**config.mk**
```make
export PLATFORM = sky130hd
export DESIGN_NAME = ce_slot_scheduler
export DESIGN_NICKNAME = d
export VERILOG_FILES = /design/src/rtl/ce_slot_scheduler_pkg.sv /design/src/rtl/ce_slot_scheduler_rr_arbiter.sv /design/src/rtl/ce_slot_scheduler.sv
export SDC_FILE = /design/constraint.sdc
export NUM_CORES = 1
export LEC_CHECK = 0
export BUFFER_PORTS_ARGS = -buffer_cell sky130_fd_sc_hd__buf_2
export CAP_MARGIN = 10
export CORE_MARGIN = 1.5
export CORE_UTILIZATION = 35
export CTS_CLUSTER_DIAMETER = 120
export CTS_CLUSTER_SIZE = 16
export DETAILED_ROUTE_END_ITERATION = 16
export GPL_TIMING_DRIVEN = 0
export MAX_ROUTING_LAYER = met4
export PLACE_DENSITY = 0.59
export SYNTH_ARGS = -nofsm -noshare
export SYNTH_HDL_FRONTEND = slang
export SYNTH_SLANG_ARGS = --single-unit
```
**constraint.sdc**
```tcl
create_clock -name CLK -period 3.3 [get_ports CLK]
set_input_delay 0.33 -clock CLK [delete_from_list [all_inputs] [get_ports CLK]]
set_output_delay 0.33 -clock CLK [all_outputs]
set_load 0.02 [all_outputs]
```
**src/rtl/ce_slot_scheduler_pkg.sv**
```systemverilog
// ce_slot_scheduler_pkg
//   Shared definitions for the clock-enable slot scheduler.
//   - CE_DIV_DEFAULT : divide ratio loaded at reset.
//   - ce_clog2()     : pointer width helper (never returns less than 1).
package ce_slot_scheduler_pkg;

    localparam int CE_DIV_DEFAULT = 7;

    function automatic int ce_clog2(input int value);
        int result;
        int rem;
        result = 0;
        rem    = value - 1;
        while (rem > 0) begin
            result = result + 1;
            rem    = rem >>> 1;
        end
        return (result < 1) ? 1 : result;
    endfunction

endpackage

```
**src/rtl/ce_slot_scheduler_rr_arbiter.sv**
```systemverilog
// rr_arbiter
//   Purely combinational round-robin arbiter.
//   Ports:
//     REQ     in  N_REQ  request vector
//     PTR     in  PTR_W  index with highest priority
//     EN_ARB  in  1      arbitration enable (grant only when high)
//     GNT     out N_REQ  one-hot grant, zero when disabled or no request
//     GNT_IDX out PTR_W  index of the granted requester
//     ANY     out 1      a grant is being issued
module rr_arbiter
    import ce_slot_scheduler_pkg::*;
#(
    parameter int N_REQ = 4,
    localparam int PTR_W = ce_clog2(N_REQ)
) (
    input  logic [N_REQ-1:0] REQ,
    input  logic [PTR_W-1:0] PTR,
    input  logic             EN_ARB,
    output logic [N_REQ-1:0] GNT,
    output logic [PTR_W-1:0] GNT_IDX,
    output logic             ANY
);

    // One extra bit so PTR + offset can exceed N_REQ before the modulo fold.
    logic [PTR_W:0]   sum;
    logic [PTR_W-1:0] idx;

    always_comb begin
        GNT     = '0;
        GNT_IDX = '0;
        ANY     = 1'b0;
        sum     = '0;
        idx     = '0;
        for (int unsigned k = 0; k < N_REQ; k++) begin
            sum = {1'b0, PTR} + (PTR_W+1)'(k);
            if (sum >= (PTR_W+1)'(N_REQ)) begin
                sum = sum - (PTR_W+1)'(N_REQ);
            end
            idx = PTR_W'(sum);
            if (EN_ARB && !ANY && REQ[idx]) begin
                GNT[idx] = 1'b1;
                GNT_IDX  = idx;
                ANY      = 1'b1;
            end
        end
    end

endmodule

```
**src/rtl/ce_slot_scheduler.sv**
```systemverilog
// ce_slot_scheduler
//   Programmable clock-enable generator with round-robin slot grants.
//   Ports:
//     CLK        in  1      system clock
//     RST        in  1      synchronous active-high reset
//     EN         in  1      run enable; low freezes counter, no ticks
//     CFG_DIV    in  DIV_W  requested divide ratio (0 treated as 1)
//     CFG_VALID  in  1      config request valid
//     CFG_READY  out 1      pending config slot free
//     REQ        in  N_REQ  per-requester level request
//     GNT        out N_REQ  one-hot grant, coincident with CEO
//     CEO        out 1      single-cycle tick
//     IDLE_TICK  out 1      tick with no request present
//     STATE      out DIV_W  current counter value
//     PTR        out PTR_W  round-robin priority pointer
module ce_slot_scheduler
    import ce_slot_scheduler_pkg::*;
#(
    parameter int N_REQ       = 4,
    parameter int DIV_W       = 8,
    parameter int DIV_DEFAULT = CE_DIV_DEFAULT,
    localparam int PTR_W      = ce_clog2(N_REQ)
) (
    input  logic             CLK,
    input  logic             RST,
    input  logic             EN,
    input  logic [DIV_W-1:0] CFG_DIV,
    input  logic             CFG_VALID,
    output logic             CFG_READY,
    input  logic [N_REQ-1:0] REQ,
    output logic [N_REQ-1:0] GNT,
    output logic             CEO,
    output logic             IDLE_TICK,
    output logic [DIV_W-1:0] STATE,
    output logic [PTR_W-1:0] PTR
);

    localparam logic [DIV_W-1:0] DIV_INIT =
        (DIV_DEFAULT < 1) ? DIV_W'(1) : DIV_W'(DIV_DEFAULT);

    logic [DIV_W-1:0] state_q;
    logic [DIV_W-1:0] div_q;
    logic [DIV_W-1:0] pend_div_q;
    logic             pend_valid_q;
    logic [PTR_W-1:0] ptr_q;

    logic             ceo;
    logic             any;
    logic [PTR_W-1:0] gnt_idx;
    logic [N_REQ-1:0] gnt;
    logic [PTR_W-1:0] ptr_next;

    // div_q is never 0 (all writes force >= 1), so div_q-1 cannot underflow.
    assign ceo = EN && !RST && (state_q == div_q - DIV_W'(1));

    rr_arbiter #(
        .N_REQ (N_REQ)
    ) u_arb (
        .REQ     (REQ),
        .PTR     (ptr_q),
        .EN_ARB  (ceo),
        .GNT     (gnt),
        .GNT_IDX (gnt_idx),
        .ANY     (any)
    );

    assign ptr_next = (gnt_idx == PTR_W'(N_REQ - 1)) ? '0 : gnt_idx + 1'b1;

    always_ff @(posedge CLK) begin
        if (RST) begin
            state_q      <= '0;
            div_q        <= DIV_INIT;
            pend_div_q   <= DIV_INIT;
            pend_valid_q <= 1'b0;
            ptr_q        <= '0;
        end else begin
            if (EN) begin
                if (ceo) begin
                    state_q <= '0;
                    // New ratio only takes effect on a period boundary.
                    if (pend_valid_q) begin
                        div_q        <= pend_div_q;
                        pend_valid_q <= 1'b0;
                    end
                    if (any) begin
                        ptr_q <= ptr_next;
                    end
                end else begin
                    state_q <= state_q + DIV_W'(1);
                end
            end
            // Accept only into an empty slot, so this never collides with
            // the apply-and-clear above.
            if (CFG_VALID && !pend_valid_q) begin
                pend_div_q   <= (CFG_DIV == '0) ? DIV_W'(1) : CFG_DIV;
                pend_valid_q <= 1'b1;
            end
        end
    end

    assign CFG_READY = !pend_valid_q;
    assign GNT       = gnt;
    assign CEO       = ceo;
    assign IDLE_TICK = ceo && (REQ == '0);
    assign STATE     = state_q;
    assign PTR       = ptr_q;

endmodule

```
# After elaboration in Yosys (flattened, before gate mapping)
# Cells that the tools add are included.
dict set report totals {
  reg_bits 27
  mem_bits_rw 0
  word_cells 97
  latch_bits 0
  inputBits 16
  mem_count 0
  romBits 0
}
dict set report classes {
  shift 0
  addsub 10
  mul 0
  n_mux 38
  div 0
  bitwise 3
  n_reduce_logical 27
  n_lt_le_gt_ge 12
  n_eq_ne 2
}
# cell n
set op_table {}
lappend op_table {{$mux 2} 9}
lappend op_table {{$mux 4} 4}
lappend op_table {{$mux 8} 2}
lappend op_table {{$logic_and 1x1->1} 15}
lappend op_table {{$mux 1} 15}
lappend op_table {{$lt 2x3->1 const B} 4}
lappend op_table {{$or 4x4->4} 3}
lappend op_table {{$ge 3x3->1 const B} 3}
lappend op_table {{$add 8x1->8 const B} 1}
lappend op_table {{$bmux 1 s2} 4}
lappend op_table {{$demux 1 s2} 4}
lappend op_table {{$eq 8x8->1} 1}
lappend op_table {{$ge 2x1->1 const B} 4}
lappend op_table {{$logic_not 8->1} 1}
lappend op_table {{$sub 2x1->2 const B} 4}
lappend op_table {{$sub 8x1->8 const B} 1}
lappend op_table {{$add 2x2->3 const B} 2}
lappend op_table {{$reduce_and 3->1} 2}
lappend op_table {{$logic_not 1->1} 5}
lappend op_table {{$logic_not 4->1} 1}
lappend op_table {{$reduce_bool 2->1} 2}
lappend op_table {{$add 2x1->3 const B} 1}
lappend op_table {{$ge 2x3->1 const B} 1}
lappend op_table {{$add 2x1->2 const B} 1}
lappend op_table {{2 further kinds} 2}

# Logic depth before layout (Yosys ltp)
dict set report logic_depth {
  ltp_word 20
  ltp_mapped 10
  mapped_depth_nobuf 9
}

# By module
# A second synthesis with hierarchy kept.
dict set report hier_totals {
  hier_cells 223
  hier_area_um2 1991.9
}
# mod cells_each seq_area_each_um2 area_per_inst_um2 instances
set modules_own_cells {}
lappend modules_own_cells {ce_slot_scheduler 157 540.5 1442.6 1}
lappend modules_own_cells {rr_arbiter 66 0.0 549.3 1}

# Least setup slack after synthesis
# OpenSTA, ideal clock, no wires.
dict set report synth_path {
  path_kind {flip-flop to output port}
  startpoint {reg ptr_q[0], in the netlist PTR[0]}
  endpoint {out GNT[0]}
  path_slack_ns 0.446
  arrival_time_ns 2.524
  stages_incl_launch_ff 11
  cell_sequence {dfxtp_1 buf_2 inv_2 ha_1 buf_2 mux4_2 nor2b_1 a22oi_1 nor2_1 a221oi_1 nor2_1}
}
dict set report synth_via {
  elab_chain_cells 18
}
# item line
set synth_lines {}
lappend synth_lines {{from (decl)} ce_slot_scheduler.sv:45} ;# logic [PTR_W-1:0] ptr_q;
lappend synth_lines {{from (signal assigned)} ce_slot_scheduler.sv:86} ;# ptr_q <= ptr_next;
lappend synth_lines {{branches (longest 17 deep; another with $add 2x1->3)} -}
lappend synth_lines {{$mux 4 (*)} ce_slot_scheduler_rr_arbiter.sv:40} ;# if (EN_ARB && !ANY && REQ[idx]) begin
lappend synth_lines {{to (decl)} ce_slot_scheduler.sv:31} ;# output logic [N_REQ-1:0] GNT,
# Every way passes the cells marked *. The select of a mux whose other input is x is not followed.

# Worst setup path after layout
dict set report layout_path {
  startpoint {reg ptr_q[1], in the netlist PTR[1]}
  endpoint {out GNT[0]}
}
# The elaborated chain is that of the path after synthesis.

==> metrics.md <==
| Metric | Value |
|---|---|
| DRC Markers | 0 |
| Worst-path maximum fanout | 9 |
| TritonRoute pass-1 iters | 4 |
| Cells along the critical path | inv_1, ha_1, clkbuf_4, mux4_2, a22oi_1, nor2_1, a221oi_1, nor2_1, buf_2 |
| Critical Path Sink Type | output pin |
| Synth Register Bits | 27 |
| Worst Path Arrival | 2.74 ns |
| Setup CP Type | reg2out |
| Slew @ Worst Pin | 0.562 ns |
| Delay-heaviest family, CP | multiplexers |
| Outcome | complete, no violations |
| Setup TNS | 0 ns |
| PD cells | 292 nW/um2 |
| Peak supply drop | 0.237 mV |
| Number of global-route vias before repair | 1,443 |
| Gpl congestion | 0.866 |
| Synthesized area | 1800 um2 |
| First-pass GRT wire length | 6780 um |
| Initial antenna violation count | 0 |
| P_leak | 0.803 nW |
| Row cnt | 25 |
| Final-report max-slew violation count | 0 |
| Slew margin rel. | 62.1% |
| Hold Path Class | in2reg |
| Max Fclk | 326 MHz |
| Via-to-Cell Ratio | 5.15 |
| R2R depth | 9 |
| Hold path depth | 3 |
| H-tree Lvls | 1 |
| Longest Clk Path Bufs | 2 |
| Warning count from the yosys run | 0 |
| Yosys cell types | 51 |
| Fin cells | 315 |
| Final worst slack | 0.228 ns |
| Die boundary height | 74.7 um |
| Detailed Route WL | 4030 um |
| Setup repair bufs after CTS | 0 |
| Largest net degree at the start of global routing | 16 |
| CTS Buf Count | 3 |
| CTS tree | done |
| Largest cells by area after synthesis | dfxtp_1 (30%), xnor2_1 (5.4%), nand2_1 (4.4%) |
| Req. time, crit path | 2.97 ns |
| Post_cts resized | 0 |
| Core footprint | 4850 um2 |
| Wire per inst | 12.8 um |
| Nets@finish | 271 |
| Mapped Cells | 214 |
| Clk_skew | 0.00334 ns |
| Slowest CP cell | mux4_2 |
| Number of synthesized flops with an enable pin | 0 |
| Final worst path period share | 93.1% |
| Die Wd | 74.7 um |
| Placement Setup Slack | 0.414 ns |
| Hold buffer count at cts | 0 |
| Area grow syn2layout | 16.3% |
| Worst path depth | 9 |
| Clk slew on worst S/H paths | 0.09 ns |
| Inst Count DP | 311 |
| Layout fillers | 502 |
| Worst setup SP type | flip-flop |
| Synthesized area per cell | 8.41 um2 |
| Gr usage total | 16.2% |
| Critical path buffer and inverter count | 3 |
| Share of layout cells above drive strength 1 | 24.2% |
| Syn_nets | 236 |
| Post-DP HPWL | 3080 um |
| Gr ovfl total | 0 |
| Antenna Violating Nets Remaining | 0 |
| RSZ-0062 raised after global routing | false |
| Most frequent CP cell | nor2_1 |
| Total number of vias | 1,621 |
| Max-Cap Viols | 0 |
| Diodes inserted | 0 |
| Biggest area consumer among synthesized cells | dfxtp_1 |
| Setup-failing EPs final | 0 |
| Async S/R FF share, synth | 0% |
| Later-pin clock latency in the skew report | 0.27 ns |
| CTS root buffer | clkbuf_8 |
| Clock sinks | 27 |
| Sequential share of the synthesized area | 30.0% |
| Final Hold Viols | 0 |
| Max stage delay on crit path | 0.60 ns |
| Starting Density | 37.1% |
| Tot Pwr | 0.612 mW |
| Primary FF master, synth | dfxtp_1 |
| Die ar. | 5580 um2 |
| Area share of the largest cell type after synthesis | 30.0% |
| Final min period | 3.07 ns |
| Drt first-iter violations | 119 |
| I/O Buffers | 30 |
| # IOs | 33 |
-- kinds of logic (layout without fill, tap and decap cells) --
group / after synthesis / count (layout) / synth area share (%)
AOI/OAI and AO/OA: 49 / 49 / 20.0
xor gates and xnor gates: 18 / 18 / 8.76
adders and majority gates: 6 / 6 / 4.17
buffers and inverters: 19 / 53 / 4.94
DFF: 27 / 27 / 30.0
muxes: 7 / 7 / 5.56
and+or+nand+nor: 88 / 88 / 26.5
-- per-layer routing --
metal	routed length (um)	track usage [%]	up-vias
met3	89	2.01	5
met5	0	-	-
met4	59	6.46	0
met2	1810	23.7	21
li1	-	-	856
met1	2070	22.7	739
-- path summary, 6_finish.rpt --
| check | startpoint | end | slack (ns) |
|---|---|---|---|
| setup / recovery | PTR[1] | GNT[0] | 0.23 |
| setup reg to reg | PTR[1] | PTR[1] | 0.74 |
| hold reg to reg | pend_div_q[3] | pend_div_q[3] | 0.46 |
| hold / removal | CFG_DIV[1] | pend_div_q[1] | 0.28 |
-- tightest hold or removal path, stage by stage --
cell	delay (ns)
buf_2	0.09
nand2_1	0.05
nand3_1	0.06
-- where the power goes --
| group | total [mW] | switching (mW) | internal, mW |
|---|---|---|---|
| clock network | 0.190 | 0.105 | 0.0848 |
| logic | 0.0794 | 0.0472 | 0.0322 |
| registers | 0.343 | 0.00766 | 0.335 |
-- per-stage QoR --
step / hold slack (ns) / area, um2 / util (%)
after global placement: 0.448 / 2030 / 41.9
after detailed placement: 0.449 / 2030 / 41.9
after global routing: 0.291 / 2090 / 43.2
after floorplan: 0.437 / 1800 / -
final: 0.280 / 2090 / 43.2
after CTS: 0.278 / 2080 / 42.9
-- area by class of cell --
| type | instances | area, um2 | area share (%) |
|---|---|---|---|
| Timing Repair Buffer | 30 | 150 | 7.17 |
| Clock inverter | 1 | 5.00 | 0.239 |
| Buffer | 10 | 55.1 | 2.63 |
| Clock buffer | 3 | 41.3 | 1.97 |
| Inverter | 9 | 38.8 | 1.85 |
| Multi-Input combinational cell | 168 | 1180 | 56.2 |
| Sequential cell | 27 | 542 | 25.9 |
| Tap cell | 67 | 83.8 | 4.00 |
-- cell usage in the layout (no fill, tap or decap), types with 4 or more instances in the layout --
cell type  instances
dfxtp_1           26
nor3_1            11
xnor2_1           11
nand4_1           11
o211ai_1           4
nand2_1           21
nor2_1            17
clkbuf_1           5
a21oi_1           14
a22oi_1            4
o21ai_0            9
ha_1               6
a221oi_1           5
xor2_1             7
buf_2             30
inv_1              7
nand3_1            7
nor2b_1            4
-- Yosys cell counts, types with 2 or more instances --
cell type	count
a21oi_1	14
a221oi_1	5
a22oi_1	4
buf_2	2
clkbuf_1	5
clkbuf_2	2
dfxtp_1	27
ha_1	6
inv_1	7
mux2i_1	3
mux4_2	2
nand2_1	21
nand3_1	7
nand4_1	11
nor2_1	17
nor2b_1	5
nor3_1	11
nor3b_1	3
o2111ai_1	2
o211ai_1	4
o21ai_0	9
or4_1	2
xnor2_1	11
xor2_1	7
-- state kept, by name, indices dropped and copies added (netlist names) --
register / cells
PTR: 2
pend_valid_q: 1
div_q: 8
STATE: 8
pend_div_q: 8
Note: power is estimated with default switching activity, not from simulation.
